[src/rtl/store_write_buffer.sv]
// Posted-write buffer for write-through stores: accepts one store per cycle,
// drains the oldest entry on grant, coalesces repeat stores to the newest entry.
module store_write_buffer #(
    parameter int DEPTH = 4,
    parameter int AW    = 16,
    parameter int DW    = 16
) (
    input  logic                     clk,
    input  logic                     rst,
    input  logic                     st_valid,
    input  logic [AW-1:0]            st_addr,
    input  logic [DW-1:0]            st_data,
    output logic                     st_ready,
    output logic                     mem_req,
    output logic [AW-1:0]            mem_addr,
    output logic [DW-1:0]            mem_data,
    input  logic                     mem_grant,
    input  logic [AW-1:0]            chk_addr,
    output logic                     chk_hit,
    output logic                     empty,
    output logic [$clog2(DEPTH):0]   count
);

    localparam int PW = $clog2(DEPTH);
    localparam logic [PW:0] FULL_CNT = (PW+1)'(DEPTH);

    logic [AW-1:0] addr_q [DEPTH];
    logic [DW-1:0] data_q [DEPTH];
    logic [PW-1:0] head_q;
    logic [PW-1:0] tail_q;
    logic [PW:0]   count_q;

    logic          full;
    logic          push;
    logic          pop;
    logic          coalesce;
    logic          alloc;
    logic [PW-1:0] newest;
    logic [PW-1:0] idx;

    always_comb begin
        full     = (count_q == FULL_CNT);
        st_ready = ~full;
        mem_req  = (count_q != '0);
        empty    = (count_q == '0);
        count    = count_q;
        mem_addr = addr_q[head_q];
        mem_data = data_q[head_q];
        newest   = tail_q - 1'b1;
        push     = st_valid & ~full;
        pop      = mem_req & mem_grant;
        // A single entry that is draining this cycle can no longer absorb data.
        coalesce = push & mem_req & (st_addr == addr_q[newest])
                   & ~((count_q == (PW+1)'(1)) & pop);
        alloc    = push & ~coalesce;
    end

    // Block match over live entries only, walking from head by age.
    always_comb begin
        chk_hit = 1'b0;
        idx     = '0;
        for (int i = 0; i < DEPTH; i++) begin
            idx = head_q + PW'(i);
            if (((PW+1)'(i) < count_q) && ((addr_q[idx] >> 4) == (chk_addr >> 4)))
                chk_hit = 1'b1;
        end
    end

    always_ff @(posedge clk) begin
        if (rst) begin
            head_q  <= '0;
            tail_q  <= '0;
            count_q <= '0;
            for (int i = 0; i < DEPTH; i++) begin
                addr_q[i] <= '0;
                data_q[i] <= '0;
            end
        end else begin
            if (alloc) begin
                addr_q[tail_q] <= st_addr;
                data_q[tail_q] <= st_data;
                tail_q         <= tail_q + 1'b1;
            end
            if (coalesce)
                data_q[newest] <= st_data;
            if (pop)
                head_q <= head_q + 1'b1;
            count_q <= count_q + (PW+1)'(alloc) - (PW+1)'(pop);
        end
    end

endmodule

[config.mk]
export PLATFORM = sky130hd
export DESIGN_NAME = store_write_buffer
export DESIGN_NICKNAME = d
export VERILOG_FILES = /design/src/rtl/store_write_buffer.sv
export SDC_FILE = /design/constraint.sdc
export NUM_CORES = 1
export LEC_CHECK = 0
export ABC_AREA = 1
export BUFFER_PORTS_ARGS = -buffer_cell sky130_fd_sc_hd__buf_2
export CORE_MARGIN = 3
export CORE_UTILIZATION = 30
export DETAILED_ROUTE_END_ITERATION = 10
export SLEW_MARGIN = 20
export SYNTH_ARGS = -nofsm -noshare
export SYNTH_HDL_FRONTEND = slang
export SYNTH_SLANG_ARGS = --single-unit
[constraint.sdc]
create_clock -name clk -period 6.79 [get_ports clk]
set_clock_uncertainty 0.1 [all_clocks]
set_input_delay 2.037 -clock clk [delete_from_list [all_inputs] [get_ports clk]]
set_output_delay 2.037 -clock clk [all_outputs]
set_load 0.005 [all_outputs]
==> qor.log, run 1 <==
[cts] Max clock buf depth 2
[timing] final critical-path required period 5.45 ns
[global_routing] largest net degree at the start of global routing 74
[drt] count of routing violations after the opening detailed-route iteration 589
[critical_path] kind of capture point of the worst setup path output port
[yosys] main combinational cell family by area after synthesis simple AND/OR/NAND/NOR gates
[yosys] Synth Register Bits 137
[timing] worst slew pin tran 0.996 ns
[pwr] Cell Pwr Density 357 nW/um^2
[yosys] synthesized-area fraction occupied by xor and xnor cells 0.0219
[hold_path] type of the most critical hold path reg -> reg
[yosys] area share of the largest cell type after synthesis 0.458
[floorplanning] die height 173 microns
[drt] Vias/cell 4.79
[global_routing] via count of the first global-routing pass 6,981
[timing] RSZ-0062 raised after global routing no
[critical_path] startpoint type of the worst setup path flop
[critical_path] largest fanout of any net on the critical path 36
[pwr] Final Total Pwr 3480 uW
[global_routing] Global Route Usage Sum 0.160
[yosys] share of synthesized cell area in full adder, half adder and majority cells 0.00834
[floorplanning] CORE AREA 27,300 sq um
[yosys] share of the yosys chip area belonging to registers 0.479
[cts] hold buffers post-CTS 0
[yosys] Post-Syn Area per Cell 7.61 sq um
[yosys] syn nets 1,160
[drt] DRC violations left 0
[critical_path] critical path type reg -> out
[yosys] Synth Cell Area 8400 sq um
[timing] part of the cycle the worst path needs 0.803
[cts] sinks on the clock net 137
[drt] Via Count 7,459
[drt] routed len/inst 15.7 microns
[yosys] top cell type by total area after synthesis sky130_fd_sc_hd__edfxtp_1
[timing] total count of max-transition violations in the final report 0
[drt] routed wire length 24,500 microns
[yosys] synth warn 0
[timing] maximum achievable frequency 184 MHz
[yosys] gate count after technology mapping 1,103
[cts] cell at the root of the clock tree sky130_fd_sc_hd__clkbuf_16
[global_routing] initial antenna violation count 7
[cts] insertion delay to the later sink of the worst-skew pair 0.42 ns
[floorplanning] die outline width 173 microns
[global_routing] wire length of the first global-routing pass 38,200 microns
[yosys] Post-Synth Simple-Gate Area 0.261
[yosys] share of async-settable or async-resettable flops after synthesis 0
[cells_and_area] antenna diode count 0
[cells_and_area] most frequent cells in the layout sky130_fd_sc_hd__nand2_1, sky130_fd_sc_hd__nor2_1, sky130_fd_sc_hd__edfxtp_1
[cts] H-tree levels 4
[yosys] Cell variety after synth 36
[yosys] top_reg_cell synth sky130_fd_sc_hd__edfxtp_1
[drt] Post-DRT Antenna Nets 0
[floorplanning] io pins 91
[run_status] result of the run completed
[cts] clock transition time at the flip-flop clock pins of the worst setup and hold paths 0.07 ns
[cts] Num CTS Buffers 17
[yosys] EDFF count, synth 128
[cells_and_area] count of nets after finishing 1,228
[cells_and_area] layout cells sized above 1 0.132
[place] DPL Wire Length 17,100 microns
[timing] Final Hold Fails 0
[critical_path] Worst EP arrival 3.31 ns
[pwr] Leak 0.00446 uW
[pwr] IR Drop Worst-Case VDD 0.144 mV
[yosys] leading cell types by total area after synthesis sky130_fd_sc_hd__edfxtp_1, sky130_fd_sc_hd__nand2_1, sky130_fd_sc_hd__nor2_1
[global_routing] total gr overflow 0
[place] count of input and output buffers 86
[place] RD Place Congestion 0.898
[floorplanning] Rows 60
[timing] setup TNS 0 ns
[cells_and_area] layout overhead on the synthesized area 16.2%
[floorplanning] area of the die 30,000 sq um
[yosys] proportion of synthesized area in mux cells 0
[cts] number of gates resized after cts 0
[timing] Slew headroom 0.333
[timing] setup violators final 0
[run] max capacitance violation total 0
[yosys] share of the synthesized area in compound gates (AO/OA/AOI/OAI) 0.142
[critical_path] critical path data required time 4.65 ns
[floorplanning] initial core utilization 0.308
[drt] Pre-Repair DR Iteration Count 5
[cells_and_area] most common library cell in the layout ignoring fill and taps sky130_fd_sc_hd__nand2_1
[cts] Post-CTS Setup Inserts 0
[cts] clock tree from TritonCTS done
==> Yosys cell counts (6+ instances only) <==
cell                       instances
sky130_fd_sc_hd__o21ai_0         125
sky130_fd_sc_hd__nand4_1           7
sky130_fd_sc_hd__a21oi_1          34
sky130_fd_sc_hd__nor2_1          167
sky130_fd_sc_hd__dfxtp_1           9
sky130_fd_sc_hd__edfxtp_1        128
sky130_fd_sc_hd__inv_1           124
sky130_fd_sc_hd__buf_2             8
sky130_fd_sc_hd__nand2_4           6
sky130_fd_sc_hd__a22oi_1          13
sky130_fd_sc_hd__nand3_1          21
sky130_fd_sc_hd__xor2_1           21
sky130_fd_sc_hd__o22ai_1          25
sky130_fd_sc_hd__clkbuf_1         31
sky130_fd_sc_hd__nand2_1         325
==> area by class of cell <==
class	count	area (sq um)
clock inverters	15	191
multi-input cells	786	3640
clock buffers	17	425
flip-flops and latches	137	4030
well taps	372	465
inverters	131	492
repair buffers	98	520
fillers	2877	17500
==> logic make-up after synthesis <==
kind of cell             Yosys count
AO/OA/AOI/OAI                    215
adder cells (fa/ha/maj)            5
buffers and inverters            180
flip-flops                       137
XOR/XNOR                          21
AND/OR/NAND/NOR                  545
==> critical path, stage by stage, from the launching register on <==
cell	delay [ns]
sky130_fd_sc_hd__dfxtp_1	0.58
sky130_fd_sc_hd__clkinv_1	0.38
sky130_fd_sc_hd__nand2_1	0.30
sky130_fd_sc_hd__nand2_1	0.08
sky130_fd_sc_hd__buf_4	0.23
sky130_fd_sc_hd__inv_1	0.31
sky130_fd_sc_hd__nand2_1	0.13
sky130_fd_sc_hd__nand2_1	0.09
sky130_fd_sc_hd__o22ai_1	0.07
sky130_fd_sc_hd__a211oi_1	0.18
sky130_fd_sc_hd__nand2_1	0.07
sky130_fd_sc_hd__nor2_1	0.15
sky130_fd_sc_hd__nand2_1	0.07
sky130_fd_sc_hd__nand2_1	0.06
sky130_fd_sc_hd__inv_1	0.04
sky130_fd_sc_hd__nand2_1	0.04
sky130_fd_sc_hd__buf_2	0.11
==> where the power goes <==
group          total [uW]  switching [uW]  internal, uW  leakage (uW)
sequential           1140            79.0          1060       0.00141
clock                 931             429           502      0.000300
combinational        1410             958           448       0.00275
total                3480            1470          2010       0.00446
==> final timing paths <==
check                    startpoint                         end  slack (ns)  cells past startpoint
max          head_q[0]$_SDFFE_PP0P_                     chk_hit        1.34                     16
min          head_q[1]$_SDFFE_PP0P_                        flop        0.49                      2
max reg2reg  tail_q[0]$_SDFFE_PP0P_  addr_q[0][5]$_SDFFCE_PN0P_        2.02                     16
min reg2reg  head_q[1]$_SDFFE_PP0P_                        flop        0.49                      2
==> flip-flops by register name, summed over array words and instances (netlist names), named ones only <==
signal	cells
addr_q	64
data_q	64
count	3
head_q	2
tail_q	2
==> through the flow <==
step / cells / worst slack (ns) / cell area [sq um] / hold slack, ns / util
floorplan: 1103 / 1.91 / 8400 / 0.451 / -
global placement: 1524 / 1.52 / 9140 / 0.495 / 0.335
detailed placement: 1524 / 1.52 / 9140 / 0.493 / 0.335
CTS: 1556 / 1.34 / 9760 / 0.495 / 0.358
global route: 1556 / 0.885 / 9760 / 0.514 / 0.358
finish: 1556 / 1.34 / 9760 / 0.492 / 0.358
==> metal layers <==
metal  part of all wire  GRT usage  wire [microns]  vias up
met5             0.0034          0              84        -
met3              0.070     0.0326            1720       40
li1                   -          -               -     3744
met2               0.46      0.257           11100      255
met4              0.019     0.0537             467       14
met1               0.45      0.217           11100     3406
Power figures use the tool's default switching activity.
==> run 2: changes to the inputs <==
- clock period: 6.79 -> 5.6 ns (I/O delays scaled with it)
==> run 2 against run 1 <==
Effect of this change:
- flip-flop and latch count stayed put
- die area is the same
- combinational power increased by 21%
==> qor.log, run 2 (same netlist as run 1, synthesis figures left out) <==
[global_routing] Global Route Usage Sum 0.162
[floorplanning] die height 173 microns
[timing] part of the cycle the worst path needs 0.873
[critical_path] critical path data required time 3.82 ns
[timing] worst slew pin tran 0.805 ns
[timing] Slew headroom 0.462
[critical_path] crit-path max cell delay 0.36 ns
[cts] hold buffers post-CTS 0
[cts] number of gates resized after cts 0
[cells_and_area] post-layout instance area 9800 sq um
[floorplanning] area of the die 30,000 sq um
[drt] Via Count 7,427
[cts] clock transition time at the flip-flop clock pins of the worst setup and hold paths 0.07 ns
[drt] routed len/inst 15.7 microns
[drt] count of routing violations after the opening detailed-route iteration 689
[cts] H-tree levels 4
[cts] Post-CTS Setup Inserts 0
[place] RD Place Congestion 0.908
[cells_and_area] layout overhead on the synthesized area 16.6%
[floorplanning] io pins 91
[place] count of input and output buffers 86
[drt] Vias/cell 4.76
[pwr] Cell Pwr Density 433 nW/um^2
[hold_path] type of the most critical hold path reg -> reg
[cts] cell at the root of the clock tree sky130_fd_sc_hd__clkbuf_16
[hold_path] worst hold start head_q[1]$_SDFFE_PP0P_
[cts] Num CTS Buffers 17
[cells_and_area] Layout Cells excl Fill 1,560
[pwr] IR Drop Worst-Case VDD 0.204 mV
[cts] clock tree from TritonCTS done
[timing] setup TNS 0 ns
[global_routing] largest net degree at the start of global routing 47
[timing] total count of max-transition violations in the final report 0
[cells_and_area] layout cells sized above 1 0.135
[timing] RSZ-0062 raised after global routing no
[pwr] Leak 0.00448 uW
[global_routing] wire length of the first global-routing pass 38,700 microns
[timing] maximum achievable frequency 205 MHz
[drt] routed wire length 24,500 microns
[timing] Final Hold Fails 0
[global_routing] initial antenna violation count 4
[floorplanning] die outline width 173 microns
[cells_and_area] count of nets after finishing 1,232
[critical_path] Critical-path top delay cell sky130_fd_sc_hd__buf_4
[critical_path] CP startpoint head_q[0]$_SDFFE_PP0P_
[cells_and_area] most common library cell in the layout ignoring fill and taps sky130_fd_sc_hd__nand2_1
[run] max capacitance violation total 0
[cts] insertion delay to the later sink of the worst-skew pair 0.43 ns
[timing] setup violators final 0
[cells_and_area] antenna diode count 0
[floorplanning] initial core utilization 0.308
[cells_and_area] Fill cells 2,872
[critical_path] critical-path cell list buf_4 > nand2_1 > nand2_1 > buf_4 > nand2_1 > o21ai_0 > nor2_1 > a211oi_1 > nand2_1 > nor2_1 > nand2_1 > nand2_1 > inv_1 > nand2_1 > buf_2
[floorplanning] CORE AREA 27,300 sq um
[cells_and_area] most frequent cells in the layout sky130_fd_sc_hd__nand2_1, sky130_fd_sc_hd__nor2_1, sky130_fd_sc_hd__edfxtp_1
[run_status] result of the run completed
[drt] Post-DRT Antenna Nets 0
[critical_path] kind of capture point of the worst setup path output port
[cts] sinks on the clock net 137
[critical_path] largest fanout of any net on the critical path 46
[critical_path] critical path type reg -> out
[global_routing] total gr overflow 0
[place] number of cells in the design after placement 1,528
[place] DPL Wire Length 17,200 microns
[cts] Max clock buf depth 2
[drt] Pre-Repair DR Iteration Count 6
[timing] final critical-path required period 4.89 ns
[critical_path] cell with the most instances on the worst path sky130_fd_sc_hd__nand2_1
[floorplanning] Rows 60
[critical_path] startpoint type of the worst setup path flop
[global_routing] via count of the first global-routing pass 7,124
[place] total cell area at the placement stage 9170 sq um
[critical_path] Worst EP arrival 3.11 ns
[critical_path] start of the worst register-to-register path tail_q[0]$_SDFFE_PP0P_
[drt] DRC violations left 0
run 2: cell types whose count changed in the layout (fill, tap and decap cells not counted):
| cell | previous run | this run |
|---|---|---|
| sky130_fd_sc_hd__clkinv_4 | 2 | 1 |
| sky130_fd_sc_hd__inv_8 | 6 | 4 |
| sky130_fd_sc_hd__inv_6 | 1 | 2 |
| sky130_fd_sc_hd__buf_4 | 12 | 16 |
| sky130_fd_sc_hd__clkinv_8 | 6 | 8 |
run 2: routing by layer:
metal | up-vias | global-route usage | part of all wire
met5 | - | 0 | 0.0019
met4 | 8 | 0.0493 | 0.019
met3 | 31 | 0.0329 | 0.064
met2 | 213 | 0.256 | 0.45
met1 | 3419 | 0.226 | 0.47
li1 | 3756 | - | -
run 2: worst paths after layout:
path	to	slack [ns]	depth (start not counted)
max reg2reg	data_q[2][12]$_SDFFCE_PN0P_	1.69	18
max	chk_hit	0.71	15
min	head_q[1]$_SDFFE_PP0P_	0.53	2
min reg2reg	head_q[1]$_SDFFE_PP0P_	0.53	2
run 2: through the flow:
stage | total power, uW | hold WS (ns) | setup WS, ns | util
final | 4240 | 0.528 | 0.712 | 0.359
after global routing | 4540 | 0.572 | 0.397 | 0.359
after CTS | 4260 | 0.536 | 0.733 | 0.359
after detailed placement | 3130 | 0.525 | 1.04 | 0.336
after global placement | 3100 | 0.490 | 1.04 | 0.336
after floorplan | 2530 | 0.451 | 1.44 | -
run 2: cell type report:
| type | count | area, sq um | share of cell area |
|---|---|---|---|
| repair buffers | 102 | 551 | 0.0562 |
| clock buffers | 17 | 425 | 0.0434 |
| clock inverters | 15 | 201 | 0.0206 |
| inverters | 131 | 492 | 0.0502 |
| flip-flops and latches | 137 | 4030 | 0.411 |
| multi-input cells | 786 | 3640 | 0.371 |
| well taps | 372 | 465 | 0.0475 |
run 2: where the power goes:
| part | internal (uW) | switching (uW) | leakage, uW | total, uW |
|---|---|---|---|---|
| sequential | 1290 | 106 | 0.00141 | 1390 |
| clock | 610 | 537 | 0.000302 | 1150 |
| combinational | 550 | 1150 | 0.00277 | 1700 |
| total | 2450 | 1790 | 0.00448 | 4240 |
run 2: critical path, delay by kind of cell (launching register included):
kind | cells | cell delay [ns]
simple gates | 9 | 1.13
buf+inv | 4 | 0.80
compound gates | 2 | 0.40
flops | 1 | 0.34
